### src/rtl/leds_pkg.sv
`default_nettype none
// ============================================================================
// Module   : leds_pkg
// Brief    : Shared mode encoding and sizing helper for the LED driver.
// Revision : 1.0 - initial release
// ============================================================================
package leds_pkg;

    typedef logic [1:0] mode_t;

    localparam mode_t MODE_OFF   = 2'd0;
    localparam mode_t MODE_ON    = 2'd1;
    localparam mode_t MODE_BLINK = 2'd2;
    localparam mode_t MODE_PWM   = 2'd3;

    // Width able to hold 0..terminal-1, never narrower than one bit.
    function automatic int cnt_width(input int terminal);
        return (terminal <= 1) ? 1 : $clog2(terminal);
    endfunction

endpackage
`default_nettype wire

### src/rtl/leds_timebase.sv
`default_nettype none
// ============================================================================
// Module   : leds_timebase
// Brief    : Prescaler, PWM period counter and blink phase generator.
// Revision : 1.0 - initial release
// ============================================================================
module leds_timebase
    import leds_pkg::*;
#(
    parameter int PWM_BITS  = 8,
    parameter int TICK_DIV  = 47,
    parameter int BLINK_DIV = 500
)(
    input  logic                clk,
    input  logic                rstn,
    output logic                tick,
    output logic                wrap,
    output logic [PWM_BITS-1:0] pwm_cnt,
    output logic                blink_phase,
    output logic                blink_toggle
);

    localparam int c_tick_w  = cnt_width(TICK_DIV);
    localparam int c_blink_w = cnt_width(BLINK_DIV);

    logic [c_tick_w-1:0]  tick_cnt_q,  tick_cnt_d;
    logic [PWM_BITS-1:0]  pwm_cnt_q,   pwm_cnt_d;
    logic [c_blink_w-1:0] blink_cnt_q, blink_cnt_d;
    logic                 blink_phase_q, blink_phase_d;

    always_comb begin
        tick         = (tick_cnt_q == c_tick_w'(TICK_DIV - 1));
        wrap         = tick && (pwm_cnt_q == '1);
        blink_toggle = wrap && (blink_cnt_q == c_blink_w'(BLINK_DIV - 1));

        tick_cnt_d    = tick ? '0 : tick_cnt_q + 1'b1;
        pwm_cnt_d     = tick ? pwm_cnt_q + 1'b1 : pwm_cnt_q;
        blink_cnt_d   = blink_cnt_q;
        if (wrap) begin
            blink_cnt_d = blink_toggle ? '0 : blink_cnt_q + 1'b1;
        end
        blink_phase_d = blink_phase_q ^ blink_toggle;
    end

    always_ff @(posedge clk or negedge rstn) begin
        if (!rstn) begin
            tick_cnt_q    <= '0;
            pwm_cnt_q     <= '0;
            blink_cnt_q   <= '0;
            blink_phase_q <= 1'b0;
        end else begin
            tick_cnt_q    <= tick_cnt_d;
            pwm_cnt_q     <= pwm_cnt_d;
            blink_cnt_q   <= blink_cnt_d;
            blink_phase_q <= blink_phase_d;
        end
    end

    assign pwm_cnt     = pwm_cnt_q;
    assign blink_phase = blink_phase_q;

endmodule
`default_nettype wire

### src/rtl/leds_ctrl.sv
`default_nettype none
// ============================================================================
// Module   : leds_ctrl
// Brief    : Multi-channel LED driver: OFF/ON/BLINK/PWM per channel plus chase.
// Revision : 1.0 - initial release
// ============================================================================
module leds_ctrl
    import leds_pkg::*;
#(
    parameter int  NUM_LEDS  = 5,
    parameter int  PWM_BITS  = 8,
    parameter int  TICK_DIV  = 47,
    parameter int  BLINK_DIV = 500,
    parameter bit  RESET_ON  = 1'b1,
    localparam int CHW       = (NUM_LEDS > 1) ? $clog2(NUM_LEDS) : 1
)(
    input  logic                clk,
    input  logic                rstn,
    input  logic                cfg_we,
    input  logic [CHW-1:0]      cfg_ch,
    input  logic [1:0]          cfg_mode,
    input  logic [PWM_BITS-1:0] cfg_duty,
    input  logic                chase_en,
    output logic [NUM_LEDS-1:0] led,
    output logic                blink_phase,
    output logic                period_end
);

    localparam mode_t c_reset_mode = RESET_ON ? MODE_ON : MODE_OFF;

    logic                w_tick;
    logic                w_wrap;
    logic [PWM_BITS-1:0] w_pwm_cnt;
    logic                w_blink_phase;
    logic                w_blink_toggle;
    logic [NUM_LEDS-1:0] w_wr_sel;

    mode_t               mode_q        [NUM_LEDS];
    mode_t               mode_d        [NUM_LEDS];
    logic [PWM_BITS-1:0] duty_shadow_q [NUM_LEDS];
    logic [PWM_BITS-1:0] duty_shadow_d [NUM_LEDS];
    logic [PWM_BITS-1:0] duty_active_q [NUM_LEDS];
    logic [PWM_BITS-1:0] duty_active_d [NUM_LEDS];
    logic [CHW-1:0]      chase_idx_q,    chase_idx_d;
    logic                chase_en_dly_q, chase_en_dly_d;
    logic [NUM_LEDS-1:0] led_q,          led_d;
    logic                period_end_q,   period_end_d;

    leds_timebase #(
        .PWM_BITS  (PWM_BITS),
        .TICK_DIV  (TICK_DIV),
        .BLINK_DIV (BLINK_DIV)
    ) u_timebase (
        .clk          (clk),
        .rstn         (rstn),
        .tick         (w_tick),
        .wrap         (w_wrap),
        .pwm_cnt      (w_pwm_cnt),
        .blink_phase  (w_blink_phase),
        .blink_toggle (w_blink_toggle)
    );

    // Out-of-range channel numbers match no index, so such writes are dropped.
    always_comb begin
        w_wr_sel = '0;
        for (int i = 0; i < NUM_LEDS; i++) begin
            w_wr_sel[i] = cfg_we && (cfg_ch == CHW'(i));
        end
    end

    always_comb begin
        mode_d        = mode_q;
        duty_shadow_d = duty_shadow_q;
        duty_active_d = duty_active_q;
        led_d         = '0;
        for (int i = 0; i < NUM_LEDS; i++) begin
            if (w_wr_sel[i]) begin
                mode_d[i]        = mode_t'(cfg_mode);
                duty_shadow_d[i] = cfg_duty;
            end
            // Active duty only moves at a period boundary to avoid runt pulses.
            if (w_wrap) begin
                duty_active_d[i] = w_wr_sel[i] ? cfg_duty : duty_shadow_q[i];
            end
            if (chase_en) begin
                led_d[i] = (chase_idx_q == CHW'(i));
            end else begin
                case (mode_q[i])
                    MODE_OFF:   led_d[i] = 1'b0;
                    MODE_ON:    led_d[i] = 1'b1;
                    MODE_BLINK: led_d[i] = w_blink_phase;
                    default:    led_d[i] = (w_pwm_cnt < duty_active_q[i]);
                endcase
            end
        end

        chase_en_dly_d = chase_en;
        chase_idx_d    = chase_idx_q;
        if (chase_en && !chase_en_dly_q) begin
            chase_idx_d = '0;
        end else if (chase_en && w_blink_toggle) begin
            chase_idx_d = (chase_idx_q == CHW'(NUM_LEDS - 1)) ? '0 : chase_idx_q + 1'b1;
        end

        period_end_d = w_wrap;
    end

    always_ff @(posedge clk or negedge rstn) begin
        if (!rstn) begin
            for (int i = 0; i < NUM_LEDS; i++) begin
                mode_q[i]        <= c_reset_mode;
                duty_shadow_q[i] <= '0;
                duty_active_q[i] <= '0;
            end
            chase_idx_q    <= '0;
            chase_en_dly_q <= 1'b0;
            led_q          <= '0;
            period_end_q   <= 1'b0;
        end else begin
            mode_q         <= mode_d;
            duty_shadow_q  <= duty_shadow_d;
            duty_active_q  <= duty_active_d;
            chase_idx_q    <= chase_idx_d;
            chase_en_dly_q <= chase_en_dly_d;
            led_q          <= led_d;
            period_end_q   <= period_end_d;
        end
    end

    a_wrap_on_tick: assert property (@(posedge clk) disable iff (!rstn) w_wrap |-> w_tick);

    assign led         = led_q;
    assign blink_phase = w_blink_phase;
    assign period_end  = period_end_q;

endmodule
`default_nettype wire
### config.mk
export PLATFORM = sky130hd
export DESIGN_NAME = leds_ctrl
export DESIGN_NICKNAME = d
export VERILOG_FILES = /design/src/rtl/leds_pkg.sv /design/src/rtl/leds_timebase.sv /design/src/rtl/leds_ctrl.sv
export SDC_FILE = /design/constraint.sdc
export NUM_CORES = 1
export LEC_CHECK = 0
export CORE_AREA = 2 2 99 101
export DETAILED_ROUTE_END_ITERATION = 8
export DIE_AREA = 0 0 101 103
export HOLD_SLACK_MARGIN = 0.05
export PLACE_DENSITY = 0.87
export SLEW_MARGIN = 40
export SYNTH_ARGS = -nofsm -noshare
export SYNTH_HDL_FRONTEND = slang
export SYNTH_SLANG_ARGS = --single-unit
### constraint.sdc
create_clock -name clk -period 4.87 [get_ports clk]
set_clock_uncertainty 0.2 [all_clocks]
set_input_delay 0.7305 -clock clk [delete_from_list [all_inputs] [get_ports clk]]
set_output_delay 0.7305 -clock clk [all_outputs]
set_load 0.01 [all_outputs]
Yosys cells after proc, flatten, opt, wreduce, memory -nomap -nowiden
Index checks and enable logic that the tools add are counted.
{"block": "totals", "register_bits": 124, "in_bits": 17, "output_inout_bits": 7}
{"block": "classes", "add_sub_neg": 4, "order_cmp": 5, "n_eq_ne": 21, "muxes": 20, "n_bitwise": 1, "reduce_logical": 18}
{"op": "8-bit < comparator", "n": 5}
{"op": "8-bit 2-to-1 mux", "n": 5}
{"op": "1-bit case mux with 3 select lines", "n": 5}
{"op": "3-bit by 2-bit equality test with 1-bit output, second input constant", "n": 4}
{"op": "2-bit by 1-bit equality test with 1-bit output, second input constant", "n": 5}
{"op": "2-bit equality test, second input constant", "n": 5}
{"op": "2-bit zero test", "n": 5}
{"op": "9-bit by 1-bit adder with 9-bit output, second input constant", "n": 1}
{"op": "9-bit equality test, second input constant", "n": 1}
{"op": "1-bit logical AND", "n": 9}
{"op": "3-bit 2-to-1 mux", "n": 3}
{"op": "9-bit 2-to-1 mux", "n": 1}
{"op": "8-bit by 1-bit adder with 8-bit output, second input constant", "n": 1}
{"op": "8-bit equality test, second input constant", "n": 1}
{"op": "6-bit by 1-bit adder with 6-bit output, second input constant", "n": 1}
{"op": "3-bit by 1-bit equality test with 1-bit output, second input constant", "n": 2}
{"op": "3-bit equality test, second input constant", "n": 2}
{"op": "6-bit equality test, second input constant", "n": 1}
{"op": "3-bit zero test", "n": 2}
{"op": "6-bit 2-to-1 mux", "n": 1}
{"op": "1-bit 2-to-1 mux", "n": 5}
{"op": "3-bit by 1-bit adder with 3-bit output, second input constant", "n": 1}
{"op": "2-bit nonzero test", "n": 1}
{"op": "1-bit zero test", "n": 1}
{"op": "1-bit bitwise XOR", "n": 1}

Logic depth before layout (Yosys ltp)
{"block": "depth", "depth_word": 6, "depth_mapped": 8, "ltp_nobuf": 7}

Hierarchy
A second synthesis with hierarchy kept.
{"block": "hier_totals", "cells_unflattened": 497, "area_unflattened_um2": 6059.6}
{"mod": "leds_ctrl", "instances": 1, "cells_per_inst": 381, "area_each_um2": 4862.2}
{"mod": "leds_timebase", "instances": 1, "cells_per_inst": 116, "area_each_um2": 1197.4}

Worst setup path after synthesis
Ideal clock, no wire load.
{"block": "synth_timing", "kind": "input to register", "start": "input cfg_we", "end": "register duty_active_q[39] (netlist bit)", "t_arrival_ps": 1770, "required_ps": 4540, "setup_slack_ps": 2770, "stages": 6, "cell_sequence": "nor2b_1 nor3b_1 buf_2 mux2_2 nand2_1 o21ai_0"}
{"block": "synth_via", "elab_chain_len": 2}
{"element": "from (decl)", "line": "leds_ctrl.sv:19", "text": "input logic cfg_we,"}
{"element": "1-bit logical AND", "line": "leds_ctrl.sv:67", "text": "w_wr_sel[i] = cfg_we && (cfg_ch == CHW'(i));"}
{"element": "8-bit 2-to-1 mux"}
{"element": "to (signal assigned)", "line": "leds_ctrl.sv:122", "text": "duty_active_q <= duty_active_d;"}
{"element": "to (decl)", "line": "leds_ctrl.sv:42", "text": "logic [PWM_BITS-1:0] duty_active_q [NUM_LEDS];"}
No other way between the ends.
A chain may end at the register's enable or synchronous reset.

Final worst setup path
{"block": "layout_timing", "start": "register u_timebase.pwm_cnt_q[1], in the netlist u_timebase.pwm_cnt[1]", "end": "register chase_idx_q[2]"}
{"block": "layout_via", "elab_chain_len": 5}
{"element": "from (decl)", "line": "leds_timebase.sv:27", "text": "logic [PWM_BITS-1:0] pwm_cnt_q, pwm_cnt_d;"}
{"element": "from (signal assigned)", "line": "leds_timebase.sv:53", "text": "pwm_cnt_q <= pwm_cnt_d;"}
{"element": "8-bit equality test", "line": "leds_timebase.sv:33", "text": "wrap = tick && (pwm_cnt_q == '1);"}
{"element": "1-bit logical AND", "line": "leds_timebase.sv:33"}
{"element": "1-bit logical AND", "line": "leds_timebase.sv:34", "text": "blink_toggle = wrap && (blink_cnt_q == c_blink_w'(BLINK_DIV - 1));"}
{"element": "1-bit logical AND", "line": "leds_ctrl.sv:101", "text": "end else if (chase_en && w_blink_toggle) begin"}
{"element": "2-bit nonzero test (no line)"}
{"element": "to (signal assigned)", "line": "leds_ctrl.sv:123", "text": "chase_idx_q <= chase_idx_d;"}
{"element": "to (decl)", "line": "leds_ctrl.sv:44", "text": "logic [CHW-1:0] chase_idx_q, chase_idx_d;"}
No other way between the ends.

==> results.sh <==
export IMPL_cts_root_buf="clkbuf_8"
export IMPL_yosys_area_share_adder_pct=9.38
export IMPL_fin_ws_ns=2.25
export IMPL_grt_pass1_wl_um=21300
export IMPL_synth_compound_area_share_pct=10.3
export IMPL_clk_latency_ns=0.52
export IMPL_finalInstanceArea_um2=6810
export IMPL_fmax_ghz=0.382
export IMPL_hold_buffers=0
export IMPL_syn2layout_area_growth_pct=16.0
export IMPL_dpl_hpwl_um=8240
export IMPL_critPathKind="reg -> reg"
export IMPL_p_switching_mw=0.577
export IMPL_io_pins=24
export IMPL_critPathArrivalTime_ns=2.77
export IMPL_reg2reg_setup_slack_ns=2.25
export IMPL_path_max_fanout=13
export IMPL_diodes=0
export IMPL_avgViaCountPerCell=6.02
export IMPL_cts_sinks=124
export IMPL_status="finished, final reports clean"
export IMPL_synthArstFlopShare_pct=100
export IMPL_ir_worst_vdd_mv=0.254
export IMPL_clkTransAtPathRegs_ns=0.06
export IMPL_port_buffers=23
export IMPL_yosysTopAreaCellShare_pct=50.8
export IMPL_rr_startpoint="u_timebase.pwm_cnt[1]"
export IMPL_synth_nets=581
export IMPL_clockBufferDepth=2
export IMPL_place_congestion=0.862
export IMPL_vias=4075
export IMPL_wl_um=13000
export IMPL_placed_area_um2=6210
export IMPL_intPower_mw=2.09
export IMPL_grt_max_degree=93
export IMPL_start_kind="flip-flop"
export IMPL_min_path_type="in -> async"
export IMPL_p_per_area_nw_per_um2=391
export IMPL_setup_violations=0
export IMPL_die_w_um=101
export IMPL_r2r_cells=5
export IMPL_rows=36
export IMPL_rsz0062_at_grt="no"
export IMPL_fin_nets=611
export IMPL_grt_pass1_vias=4324
export IMPL_pwr_share_comb_pct=8.5
export IMPL_cts_inserted_buffers=17
export IMPL_synth_common_cells="dfrtp_1, nand2_1, mux2_2"
export IMPL_reg2reg_to="chase_idx_q[2]"
export IMPL_cts_resized=0
export IMPL_core_region_area_um2=9460
export IMPL_cp_required_ns=5.02
export IMPL_synth_edf_count=0
export IMPL_start_util_pct=62.0
export IMPL_switching_share_pct=21.7
export IMPL_layout_min_cycle_time_ns=2.62
export IMPL_worstMarginPinSlew_ns=0.878
export IMPL_yosys_area_share_simple_pct=11.2
export IMPL_synth_largest_area_cell="dfrtp_1"
export IMPL_synth_cell_types=47
export IMPL_dieArea_um2=10400
export IMPL_fin_crit_sh_pct=53.7
export IMPL_grt_overflow=0
export IMPL_drv_slew=0
export IMPL_synth_top_flop_cell="dfrtp_1"
export IMPL_drt_pass1_iterations=4
export IMPL_drive_above_1_share_pct=16.9
export IMPL_dp_worst_setup_slack_ns=1.94
export IMPL_antenna_found_initial=0
export IMPL_cts_tree="yes"
export IMPL_syn_area_um2=5870
export IMPL_synth_seq_area_share_pct=53.0
export IMPL_die_height_um=103
export IMPL_utilization_pct=71.9
export IMPL_gr_usage_all_layers_pct=27.4
export IMPL_synth_seq_cells=124
export IMPL_finalHoldViolCount=0
export IMPL_dr_first_iter_drc_count=299
export IMPL_end_kind="flip-flop"
export IMPL_yosys_warnings=0
export IMPL_cts_setup_buffers=0
export IMPL_fin_setup_tns_ns=0
export IMPL_pwr_share_clk_pct=47.2
export IMPL_htreeDepth=4
export IMPL_cellLeakagePower_nw=3.36
export IMPL_drc=0
export IMPL_synthMuxAreaShare_pct=10.3
export IMPL_pwr_share_seq_pct=44.3
export IMPL_synth_top_family_by_area="simple AND/OR/NAND/NOR gates"
export IMPL_synth_xor_area_share_pct=1.94
export IMPL_wl_per_cell_um=19.2
export IMPL_synth_area_leaders="dfrtp_1, mux2_2, ha_1, nand2_1, o21ai_0"
export IMPL_max_cap_viol_count=0
export IMPL_syn_mean_instance_area_um2=11.3
export IMPL_antenna_left=0
export IMPL_synthCells=520
export IMPL_yosysMostFrequentCell="dfrtp_1"
export IMPL_slew_headroom_pct=41.1
==> logic make-up (layout without fill, tap and decap cells) <==
group                    count (synthesis)  count (layout)
multiplexers                            54              54
XOR/XNOR                                13              13
buffers and inverters                   58             101
AND/OR/NAND/NOR                        132             132
flip-flops                             124             124
AO/OA/AOI/OAI                           95              95
adder cells (fa/ha/maj)                 44              44
==> area by class of cell <==
| cell class | instances | area [um^2] |
|---|---|---|
| Clock buffer | 25 | 484 |
| Inverter | 43 | 161 |
| Sequential cell | 124 | 3110 |
| Fill cell | 612 | 2650 |
| Multi-Input combinational cell | 338 | 2540 |
| Clock inverter | 7 | 110 |
| Tap cell | 114 | 143 |
| Timing Repair Buffer | 26 | 256 |
==> power groups by stage <==
stage / clock [mW] / sequential (mW) / combinational (mW)
2_1_floorplan: 0 / 1.18 / 0.133
3_3_place_gp: 0 / 1.19 / 0.210
3_5_place_dp: 0 / 1.19 / 0.220
4_1_cts: 1.27 / 1.18 / 0.227
5_1_grt: 1.32 / 1.19 / 0.247
6_report: 1.26 / 1.18 / 0.227
==> flip-flops by register name (all words and copies together) (netlist names), 3 cells and up <==
register                cells
chase_idx_q                 3
duty_active_q              40
duty_shadow_q              40
led                         5
mode_q                     10
u_timebase.blink_cnt_q      9
u_timebase.pwm_cnt          8
u_timebase.tick_cnt_q       6
==> worst max-delay path, cell delays in order, from the launching register on <==
cell,delay [ns]
dfrtp_1,0.53
ha_1,0.23
and3_1,0.23
nand4_1,0.55
o311ai_1,0.52
o211ai_1,0.20
==> layer usage <==
layer | up-vias | share of wire, % | GRT usage (%)
li1 | 1881 | - | -
met1 | 2047 | 41 | 32.7
met2 | 109 | 50 | 46.4
met3 | 38 | 4.6 | 7.59
met4 | 0 | 3.8 | 13.1
met5 | - | 0 | 0
==> through the flow <==
step / hold slack, ns / instances / power, mW
floorplan: 0.235 / 520 / 1.32
global placement: 0.250 / 645 / 1.40
detailed placement: 0.258 / 645 / 1.41
CTS: 0.103 / 677 / 2.67
global route: 0.122 / 677 / 2.75
finish: 0.0608 / 677 / 2.66
==> layout by cell type, fill, tap and decap left out, types with 4 or more instances in the layout <==
cell type and count:
dfrtp_1 119, nand2_1 72, mux2_2 51, o21ai_0 48, ha_1 44, inv_1 43
clkdlybuf4s50_1 22, clkbuf_16 16, a21o_1 11, nor2_1 9, xnor2_1 7, nand4_1 7
xor2_1 6, nand3_1 6, and3_1 6, clkbuf_8 6, nand2b_1 5, a2111oi_0 5
dfstp_2 5, and4_1 4, a211oi_1 4, o31a_1 4, clkinv_2 4, clkbuf_1 4
==> worst max path at each step <==
stage | start | to | cells after the start
CTS | u_timebase.pwm_cnt[1] | duty_active_q[5] | 6
floorplan | cfg_we | duty_active_q[39] | 6
global route | u_timebase.pwm_cnt[1] | chase_idx_q[2] | 5
finish | u_timebase.pwm_cnt[1] | chase_idx_q[2] | 5
global placement | cfg_ch[1] | duty_active_q[4] | 5
detailed placement | cfg_ch[1] | duty_active_q[2] | 5
Note: power is estimated with default switching activity, not from simulation.
